### config.mk
export PLATFORM = sky130hd
export DESIGN_NAME = fg_profile_sequencer
export DESIGN_NICKNAME = d
export VERILOG_FILES = /design/src/rtl/fg_pkg.sv /design/src/rtl/fg_profile_mem.sv /design/src/rtl/fg_profile_sequencer.sv
export SDC_FILE = /design/constraint.sdc
export NUM_CORES = 1
export LEC_CHECK = 0
export CAP_MARGIN = 20
export CORE_MARGIN = 2
export CORE_UTILIZATION = 35
export DETAILED_ROUTE_END_ITERATION = 8
export SLEW_MARGIN = 20
export SYNTH_ARGS = -nofsm -noshare
export SYNTH_HDL_FRONTEND = slang
export SYNTH_SLANG_ARGS = --single-unit
### constraint.sdc
create_clock -name clk_i -period 14 [get_ports clk_i]
set_clock_uncertainty 0.1 [all_clocks]
set_input_delay 2.8 -clock clk_i [delete_from_list [all_inputs] [get_ports clk_i]]
set_output_delay 2.8 -clock clk_i [all_outputs]
set_load 0.01 [all_outputs]
### src/rtl/fg_pkg.sv
// Shared definitions for the function-generator profile sequencer:
// FSM encoding, configuration-register field positions and profile geometry.
package fg_pkg;

    typedef enum logic [1:0] {
        ST_IDLE = 2'd0,
        ST_LOAD = 2'd1,
        ST_RUN  = 2'd2
    } state_e;

    localparam int CS_MODE_POS       = 55;
    localparam int OFFSET_POS        = 0;
    localparam int BYTES_PER_PROFILE = 7;

endpackage

### src/rtl/fg_profile_mem.sv
// Byte-writable profile register file with a combinational read port.
// An out-of-range byte or profile index is dropped and flagged one cycle later.
module fg_profile_mem
    import fg_pkg::*;
#(
    parameter int CONFIG_REG_BITWIDTH   = 56,
    parameter int PROFILE_COUNT         = 4,
    parameter int PROFILE_ADDR_BITWIDTH = 2
) (
    input  logic                             clk_i,
    input  logic                             rst_i,
    input  logic                             wr_en_i,
    input  logic [PROFILE_ADDR_BITWIDTH+2:0] wr_addr_i,
    input  logic [7:0]                       wr_data_i,
    input  logic [PROFILE_ADDR_BITWIDTH-1:0] rd_idx_i,
    output logic [CONFIG_REG_BITWIDTH-1:0]   rd_data_o,
    output logic                             wr_err_o
);

    logic [CONFIG_REG_BITWIDTH-1:0]   mem_q [PROFILE_COUNT];
    logic [CONFIG_REG_BITWIDTH-1:0]   mem_d [PROFILE_COUNT];
    logic                             wr_err_q;
    logic                             wr_err_d;
    logic [2:0]                       byte_idx;
    logic [PROFILE_ADDR_BITWIDTH-1:0] prof_idx;
    logic                             wr_bad;

    assign byte_idx = wr_addr_i[2:0];
    assign prof_idx = wr_addr_i[PROFILE_ADDR_BITWIDTH+2:3];

    // The profile check only matters when PROFILE_COUNT is not a power of two.
    assign wr_bad = (byte_idx >= 3'(BYTES_PER_PROFILE)) ||
                    (32'(prof_idx) >= 32'(PROFILE_COUNT));

    always_comb begin
        mem_d    = mem_q;
        wr_err_d = wr_en_i && wr_bad;
        if (wr_en_i && !wr_bad) begin
            mem_d[prof_idx][{byte_idx, 3'b000} +: 8] = wr_data_i;
        end
    end

    always_ff @(posedge clk_i or posedge rst_i) begin
        if (rst_i) begin
            mem_q    <= '{default: '0};
            wr_err_q <= 1'b0;
        end else begin
            mem_q    <= mem_d;
            wr_err_q <= wr_err_d;
        end
    end

    assign rd_data_o = mem_q[rd_idx_i];
    assign wr_err_o  = wr_err_q;

endmodule

### src/rtl/fg_profile_sequencer.sv
// Plays stored generator profiles in order, each for a programmed number of
// generator output strobes, pulsing the generator enable low on every switch.
module fg_profile_sequencer
    import fg_pkg::*;
#(
    parameter int CONFIG_REG_BITWIDTH   = 56,
    parameter int PROFILE_COUNT         = 4,
    parameter int PROFILE_ADDR_BITWIDTH = 2,
    parameter int DWELL_BITWIDTH        = 8
) (
    input  logic                             clk_i,
    input  logic                             rst_i,
    input  logic                             wr_en_i,
    input  logic [PROFILE_ADDR_BITWIDTH+2:0] wr_addr_i,
    input  logic [7:0]                       wr_data_i,
    input  logic                             start_i,
    input  logic                             stop_i,
    input  logic                             loop_i,
    input  logic [PROFILE_ADDR_BITWIDTH-1:0] last_profile_i,
    input  logic [DWELL_BITWIDTH-1:0]        dwell_i,
    input  logic                             fg_valid_strb_i,
    output logic [CONFIG_REG_BITWIDTH-1:0]   CR_bus_o,
    output logic                             fg_enable_o,
    output logic [PROFILE_ADDR_BITWIDTH-1:0] active_profile_o,
    output logic                             busy_o,
    output logic                             done_o,
    output logic                             wr_err_o
);

    state_e                           state_q, state_d;
    logic [PROFILE_ADDR_BITWIDTH-1:0] idx_q, idx_d;
    logic [PROFILE_ADDR_BITWIDTH-1:0] last_q, last_d;
    logic [PROFILE_ADDR_BITWIDTH-1:0] active_q, active_d;
    logic                             loop_q, loop_d;
    logic [DWELL_BITWIDTH-1:0]        dwell_q, dwell_d;
    logic [DWELL_BITWIDTH-1:0]        cnt_q, cnt_d;
    logic [CONFIG_REG_BITWIDTH-1:0]   cr_q, cr_d;
    logic                             done_q, done_d;

    logic [CONFIG_REG_BITWIDTH-1:0]   rd_data;
    logic [DWELL_BITWIDTH-1:0]        cnt_inc;
    logic [PROFILE_ADDR_BITWIDTH-1:0] last_clamped;
    logic [DWELL_BITWIDTH-1:0]        dwell_floor;

    fg_profile_mem #(
        .CONFIG_REG_BITWIDTH   (CONFIG_REG_BITWIDTH),
        .PROFILE_COUNT         (PROFILE_COUNT),
        .PROFILE_ADDR_BITWIDTH (PROFILE_ADDR_BITWIDTH)
    ) u_mem (
        .clk_i     (clk_i),
        .rst_i     (rst_i),
        .wr_en_i   (wr_en_i),
        .wr_addr_i (wr_addr_i),
        .wr_data_i (wr_data_i),
        .rd_idx_i  (idx_q),
        .rd_data_o (rd_data),
        .wr_err_o  (wr_err_o)
    );

    assign cnt_inc      = cnt_q + 1'b1;
    assign last_clamped = (32'(last_profile_i) >= 32'(PROFILE_COUNT)) ?
                          PROFILE_ADDR_BITWIDTH'(PROFILE_COUNT - 1) : last_profile_i;
    assign dwell_floor  = (dwell_i == '0) ? DWELL_BITWIDTH'(1) : dwell_i;

    always_comb begin
        state_d  = state_q;
        idx_d    = idx_q;
        last_d   = last_q;
        loop_d   = loop_q;
        dwell_d  = dwell_q;
        cnt_d    = cnt_q;
        cr_d     = cr_q;
        active_d = active_q;
        done_d   = 1'b0;
        // Stop overrides everything, including a completing dwell.
        if (stop_i) begin
            state_d = ST_IDLE;
        end else begin
            case (state_q)
                ST_IDLE: begin
                    if (start_i) begin
                        loop_d  = loop_i;
                        last_d  = last_clamped;
                        dwell_d = dwell_floor;
                        idx_d   = '0;
                        state_d = ST_LOAD;
                    end
                end
                ST_LOAD: begin
                    cr_d     = rd_data;
                    active_d = idx_q;
                    cnt_d    = '0;
                    state_d  = ST_RUN;
                end
                ST_RUN: begin
                    if (fg_valid_strb_i) begin
                        cnt_d = cnt_inc;
                        if (cnt_inc == dwell_q) begin
                            if (idx_q < last_q) begin
                                idx_d   = idx_q + 1'b1;
                                state_d = ST_LOAD;
                            end else if (loop_q) begin
                                idx_d   = '0;
                                state_d = ST_LOAD;
                            end else begin
                                state_d = ST_IDLE;
                                done_d  = 1'b1;
                            end
                        end
                    end
                end
                default: state_d = ST_IDLE;
            endcase
        end
    end

    always_ff @(posedge clk_i or posedge rst_i) begin
        if (rst_i) begin
            state_q  <= ST_IDLE;
            idx_q    <= '0;
            last_q   <= '0;
            loop_q   <= 1'b0;
            dwell_q  <= '0;
            cnt_q    <= '0;
            cr_q     <= '0;
            active_q <= '0;
            done_q   <= 1'b0;
        end else begin
            state_q  <= state_d;
            idx_q    <= idx_d;
            last_q   <= last_d;
            loop_q   <= loop_d;
            dwell_q  <= dwell_d;
            cnt_q    <= cnt_d;
            cr_q     <= cr_d;
            active_q <= active_d;
            done_q   <= done_d;
        end
    end

    assign CR_bus_o         = cr_q;
    assign fg_enable_o      = (state_q == ST_RUN);
    assign active_profile_o = active_q;
    assign busy_o           = (state_q != ST_IDLE);
    assign done_o           = done_q;

endmodule
==> run_results.csv, run 1 <==
group,metric,value,unit
run_status,outcome,"finished clean",
clock_network,cts_buffer_depth,3,
cells_and_area,antenna_cells,0,
worst_hold_path,worstHoldStart,"u_mem.mem_q[217]$_DFFE_PP0P_",
drt,drt-pass1-iter-count,4,
timing,final.setup.tns,0,ns
floorplan,die-area,0.04107,sq mm
placed_design,globalplace.congestion,0.7765,
floorplan,io_pins,92,
timing,rsz0062_at_grt,"false",
global_routing,antenna_found_initial,0,
synth,syn-mean-instance-area,15.20,sq um
critical_path,reg2reg_depth,8,
global_routing,first_global_vias,8264,
pwr,power_leakage,7.292,nW
cells_and_area,num-fill-cells,3524,
synth,synth_nets,948,
timing,tightest_slew,1.008,ns
drt,ant_nets,0,
timing,period_share,0.3920,
clock_network,cts_sinks,307,
worst_hold_path,hold_depth,1,
critical_path,required,14.31,ns
flow_run,drv_cap,0,
pwr,vdd_drop_max,0.07638,mV
synth,yosys_warnings,0,
floorplan,start_util,0.3558,
global_routing,grt_max_degree,190,
synth,yosys.area_share.simple,0.05743,
worst_hold_path,hold_class,"reg2reg",
synth,synthFlopType,"dfrtp_1",
clock_network,clk_pin_slew,0.05,ns
timing,slew_headroom,0.3277,
synth,yosys-mux-area-fraction,0.3318,
clock_network,htreeDepth,2,
synth,synth_seq_area_share,0.5562,
cells_and_area,drive_gt1_frac,0.4356,
drt,drt_iter0_drc,416,
floorplan,die_h,202.7,microns
drt,route.detailed.drc,0,
critical_path,end_kind,"register",
critical_path,crit_arrival,5.79,ns
synth,synth_xor_area_frac,0.004982,
cells_and_area,syn_to_final_growth,18.65,%
placed_design,port_buffers,91,
timing,holdWs,0.3891,ns
drt,via_per_inst,5.070,
global_routing,grt_overflow_total,0,
critical_path,crit_fanout,14,
critical_path,critPathKind,"in2reg",
cells_and_area,nets,1028,
synth,synth-adder-area-share,0.008152,
global_routing,grt_pass1_wl,49.64,mm
global_routing,grt_util_all_layers,0.1544,
floorplan,die_w,202.7,microns
timing,maxSlewViolCount,0,
synth,synth_top_family_by_area,"multiplexers",
cells_and_area,final_util,0.4221,
synth,synthCells,909,
clock_network,cts_tree,"done",
synth,synth.ff_latch_count,307,
drt,wl_per_cell,19.79,microns
synth,synth_compound_area_frac,0.02219,
synth,async_flop_share,1.000,
clock_network,clk-insertion-delay-late,0.53,ns
synth,synth_area,0.01381,sq mm
critical_path,cp-start-kind,"input pin",
timing,finalHoldViolCount,0,
placed_design,dp_hpwl,18.36,mm
floorplan,coreArea,0.03883,sq mm
clock_network,clockRootBuffer,"clkbuf_16",
synth,synth_cell_type_count,63,
drt,vias,7783,
clock_network,postCtsSetupBuffers,0,
clock_network,ctsHoldBuffers,0,
pwr,powerDensity,159.5,mW/mm^2
synth,synth_edf_count,0,
timing,max_clock_freq,182.2,MHz
critical_path,endpoint,"u_mem.mem_q[144]$_DFFE_PP0P_",
critical_path,r2r_slack,11.24,ns
clock_network,cts_buffers,36,
floorplan,rows,72,
timing,period_needed,5.487,ns
timing,setup_viol,0,
drt,routed_wl,30.38,mm
critical_path,worstReg2RegStart,"state_q[0]$_DFFE_PP0P_",
clock_network,cts_resized,0,
critical_path,r2r_end,"idx_q[0]$_DFFE_PP0P_",
critical_path,startpoint,"wr_addr_i[0]",
==> Yosys cell counts (all sizes together), types with 7 or more instances <==
cell    instances  area [sq um]
ha              9         112.6
clkbuf         38         142.6
nand2          19         73.82
buf            17         86.33
mux4           56          1261
o21ai          17         103.9
nand2b         15         93.84
a21oi           8         43.79
dfrtp         307          7682
inv            10         37.54
and2           10         65.06
mux2          292          3288
nor3            8         45.04
nor2           34         215.2
nand3           7         45.04
==> how the worst min path moves through the flow <==
stage                                              end
final                     u_mem.mem_q[217]$_DFFE_PP0P_
after CTS                 u_mem.mem_q[218]$_DFFE_PP0P_
after floorplan             u_mem.mem_q[4]$_DFFE_PP0P_
after detailed placement  u_mem.mem_q[171]$_DFFE_PP0P_
after global routing      u_mem.mem_q[172]$_DFFE_PP0P_
after global placement    u_mem.mem_q[187]$_DFFE_PP0P_
==> registers in the layout, indices dropped and copies added, names as in the netlist <==
name	count
cnt_q	8
done_o	1
u_mem.wr_err_o	1
active_profile_o	2
u_mem.mem_q	224
idx_q	2
dwell_q	8
CR_bus_o	56
state_q	2
loop_q	1
last_q	2
==> through the flow <==
| stage | setup slack [ns] | power (mW) | instance area, sq um | cells |
|---|---|---|---|---|
| detailed placement | 8.023 | 1.724 | 15200 | 1468 |
| CTS | 8.570 | 2.656 | 16370 | 1534 |
| floorplan | 2.612 | 1.489 | 13810 | 909 |
| global placement | 8.083 | 1.712 | 15210 | 1468 |
| finish | 8.513 | 2.615 | 16390 | 1535 |
| global route | 8.286 | 2.750 | 16390 | 1535 |
==> power by group <==
group	switching (mW)	total, mW	internal (mW)
Clock	0.372	0.916	0.545
Sequential	0.0999	1.16	1.06
Combinational	0.224	0.540	0.316
Total	0.695	2.61	1.92
==> worst max-delay path, cell delays in order <==
cell and delay, ns:
clkdlybuf4s50_1 0.75, inv_1 0.11, ha_1 0.22, ha_1 0.36, nor3b_2 0.44, nand2_1 0.24, nor2_2 0.48, mux2_2 0.40
==> cell families (layout without fill, tap and decap cells) <==
logic type | after synthesis | after routing
and+or+nand+nor | 127 | 127
adders and majority gates | 9 | 9
muxes | 351 | 351
DFF | 307 | 307
xor gates and xnor gates | 7 | 7
buffers and inverters | 65 | 173
AOI/OAI and AO/OA | 43 | 43
==> final cells by class <==
class / count / area (sq um) / share of cell area
clock buffer: 55 / 1104 / 0.06733
sequential: 307 / 7687 / 0.4690
multi-input combinational: 537 / 5872 / 0.3583
timing repair buffer: 97 / 968.4 / 0.05909
clock inverter: 11 / 65.06 / 0.003970
tap: 518 / 648.1 / 0.03954
inverter: 10 / 45.04 / 0.002748
==> placed cells by master (no fill, tap or decap), types with 5 or more instances in the layout <==
cell type,n
inv_1,9
ha_1,9
a21oi_1,7
dfrtp_1,305
nand2_1,18
nand3_1,5
mux2_2,273
nor2_4,7
nor3_1,7
clkbuf_16,37
mux4_2,56
clkdlybuf4s50_1,87
clkinv_2,8
clkbuf_1,7
mux2_1,19
nor2_1,13
nor2_2,14
o21ai_1,10
clkbuf_8,11
and2_1,9
nand2b_1,15
==> routing by layer <==
metal,share of wire,global-route usage
met5,0,0
met4,0.019,0.04093
met3,0.042,0.02424
met2,0.49,0.2546
met1,0.45,0.2128
(Power assumes the default switching activity.)
==> run 2, diff against run 1 <==
==> constraint.sdc (replaced) <==
create_clock -name clk_i -period 5.5 [get_ports clk_i]
set_clock_uncertainty 0.1 [all_clocks]
set_input_delay 1.1 -clock clk_i [delete_from_list [all_inputs] [get_ports clk_i]]
set_output_delay 1.1 -clock clk_i [all_outputs]
set_load 0.01 [all_outputs]
==> run 2 against run 1 <==
Effect of this change: total power grew to 2.6 times the previous value; flip-flop and latch count is the same; routed wire length is 0.20% lower; clock-buffer cell count fell by 1; setup slack got worse by 6.8 ns; global-route usage up 0.10 points; highest routed layer unchanged; largest power group unchanged; via count grew 0.72%; worst hold slack worse by 0.0013 ns.
==> run_results.csv, run 2 (synthesis results as in run 1) <==
group,metric,value,unit
drt,ant_nets,0,
pwr,pwr-share-seq,0.437,
clock_network,cts_tree,"done",
critical_path,crit_arrival,4.07,ns
pwr,power_leakage,7.318,nW
timing,period_share,0.6866,
critical_path,required,5.80,ns
drt,wl_per_cell,19.70,microns
cells_and_area,drive_gt1_frac,0.4343,
placed_design,globalplace.congestion,0.7721,
floorplan,die-area,0.04107,sq mm
drt,route.detailed.drc,0,
pwr,comb_power_share,0.205,
global_routing,grt_pass1_wl,50.27,mm
timing,rsz0062_at_grt,"false",
timing,maxSlewViolCount,0,
cells_and_area,syn_to_final_growth,19.28,%
cells_and_area,final_util,0.4243,
clock_network,cts_resized,0,
critical_path,worstReg2RegStart,"state_q[0]$_DFFE_PP0P_",
worst_hold_path,hold_class,"reg2reg",
global_routing,first_global_vias,8450,
clock_network,cts_buffers,36,
global_routing,grt_util_all_layers,0.1554,
pwr,vdd_drop_max,0.2037,mV
cells_and_area,layout_commonest_cell,"dfrtp_1",
clock_network,postCtsSetupBuffers,0,
timing,slew_headroom,0.2988,
clock_network,ctsHoldBuffers,0,
timing,setup_viol,0,
clock_network,cts_buffer_depth,3,
pwr,swShare,0.2615,
drt,drt_iter0_drc,430,
timing,tightest_slew,1.049,ns
clock_network,htreeDepth,2,
critical_path,end_kind,"register",
critical_path,critPathKind,"in2reg",
drt,drt-pass1-iter-count,4,
clock_network,clockRootBuffer,"clkbuf_16",
critical_path,crit_fanout,14,
pwr,p_clk_frac,0.357,
timing,finalHoldViolCount,0,
placed_design,port_buffers,91,
drt,vias,7839,
floorplan,io_pins,92,
cells_and_area,largest_reg_flops,224,
cells_and_area,final_cell_mix,"305 x dfrtp_1, 273 x mux2_2, 90 x clkdlybuf4s50_1",
drt,routed_wl,30.32,mm
global_routing,grt_max_degree,137,
timing,setup_ws,1.724,ns
run_status,outcome,"finished clean",
global_routing,grt_overflow_total,0,
placed_design,post-place-ws,1.203,ns
clock_network,clk_pin_slew,0.05,ns
clock_network,clk-insertion-delay-late,0.52,ns
flow_run,drv_cap,0,
pwr,p_int,4.975,mW
floorplan,die_h,202.7,microns
floorplan,die_w,202.7,microns
floorplan,coreArea,0.03883,sq mm
pwr,switching_power,1.762,mW
critical_path,startpoint,"wr_addr_i[0]",
critical_path,cp-start-kind,"input pin",
critical_path,r2r_slack,2.75,ns
cells_and_area,nets,1031,
worst_hold_path,worstHoldStart,"u_mem.mem_q[219]$_DFFE_PP0P_",
placed_design,dp_hpwl,18.70,mm
timing,max_clock_freq,264.8,MHz
pwr,powerDensity,408.9,mW/mm^2
floorplan,start_util,0.3558,
timing,final.setup.tns,0,ns
cells_and_area,top_register,"u_mem.mem_q",
global_routing,antenna_found_initial,0,
drt,via_per_inst,5.094,
clock_network,cts_sinks,307,
floorplan,rows,72,
timing,period_needed,3.776,ns
[run 2: through the flow]
stage          power (mW)  cells  hold WS (ns)  area [sq um]
2_1_floorplan       3.792    909        0.3526         13820
3_3_place_gp        4.368   1472        0.3697         15260
3_5_place_dp        4.399   1472        0.3791         15260
4_1_cts             6.851   1538        0.3935         16480
5_1_grt             7.116   1538        0.4027         16470
6_report            6.736   1539        0.3879         16480
[run 2: final timing paths]
| kind | end | cells after the start |
|---|---|---|
| worst max-delay path | u_mem.mem_q[149]$_DFFE_PP0P_ | 8 |
| worst min-delay path | u_mem.mem_q[219]$_DFFE_PP0P_ | 1 |
| worst max register to register | idx_q[0]$_DFFE_PP0P_ | 8 |
| worst min register to register | u_mem.mem_q[219]$_DFFE_PP0P_ | 1 |
| max in group asynchronous | u_mem.mem_q[122]$_DFFE_PP0P_ | 3 |
| min in group asynchronous | u_mem.mem_q[92]$_DFFE_PP0P_ | 2 |
[run 2: layout make-up]
type | instances | area [sq um]
well taps | 518 | 648.1
multi-input cells | 537 | 5872
inverters | 10 | 41.29
fillers | 3505 | 22350
repair buffers | 100 | 1011
clock buffers | 54 | 1090
diodes | 1 | 2.502
clock inverters | 12 | 123.9
flip-flops and latches | 307 | 7687
[run 2: routing by layer]
metal | up-vias | part of all wire | GRT usage
met5 | - | 0 | 0
met4 | 0 | 0.021 | 0.04301
met3 | 44 | 0.033 | 0.02424
met2 | 137 | 0.48 | 0.2517
met1 | 4139 | 0.47 | 0.2175
li1 | 3519 | - | -
[run 2: power groups by stage]
stage | logic (mW) | registers [mW] | clock network, mW
final | 1.38 | 2.95 | 2.41
after global routing | 1.51 | 3.01 | 2.59
after CTS | 1.41 | 2.96 | 2.48
after detailed placement | 1.41 | 2.99 | 0
after global placement | 1.38 | 2.98 | 0
after floorplan | 0.809 | 2.98 | 0
[run 2: critical path, stage by stage]
cell and delay, ns:
clkdlybuf4s50_1 0.72, inv_1 0.11, ha_1 0.22, ha_1 0.36
nor3b_2 0.42, nand2_1 0.23, nor2_2 0.50, mux2_2 0.40
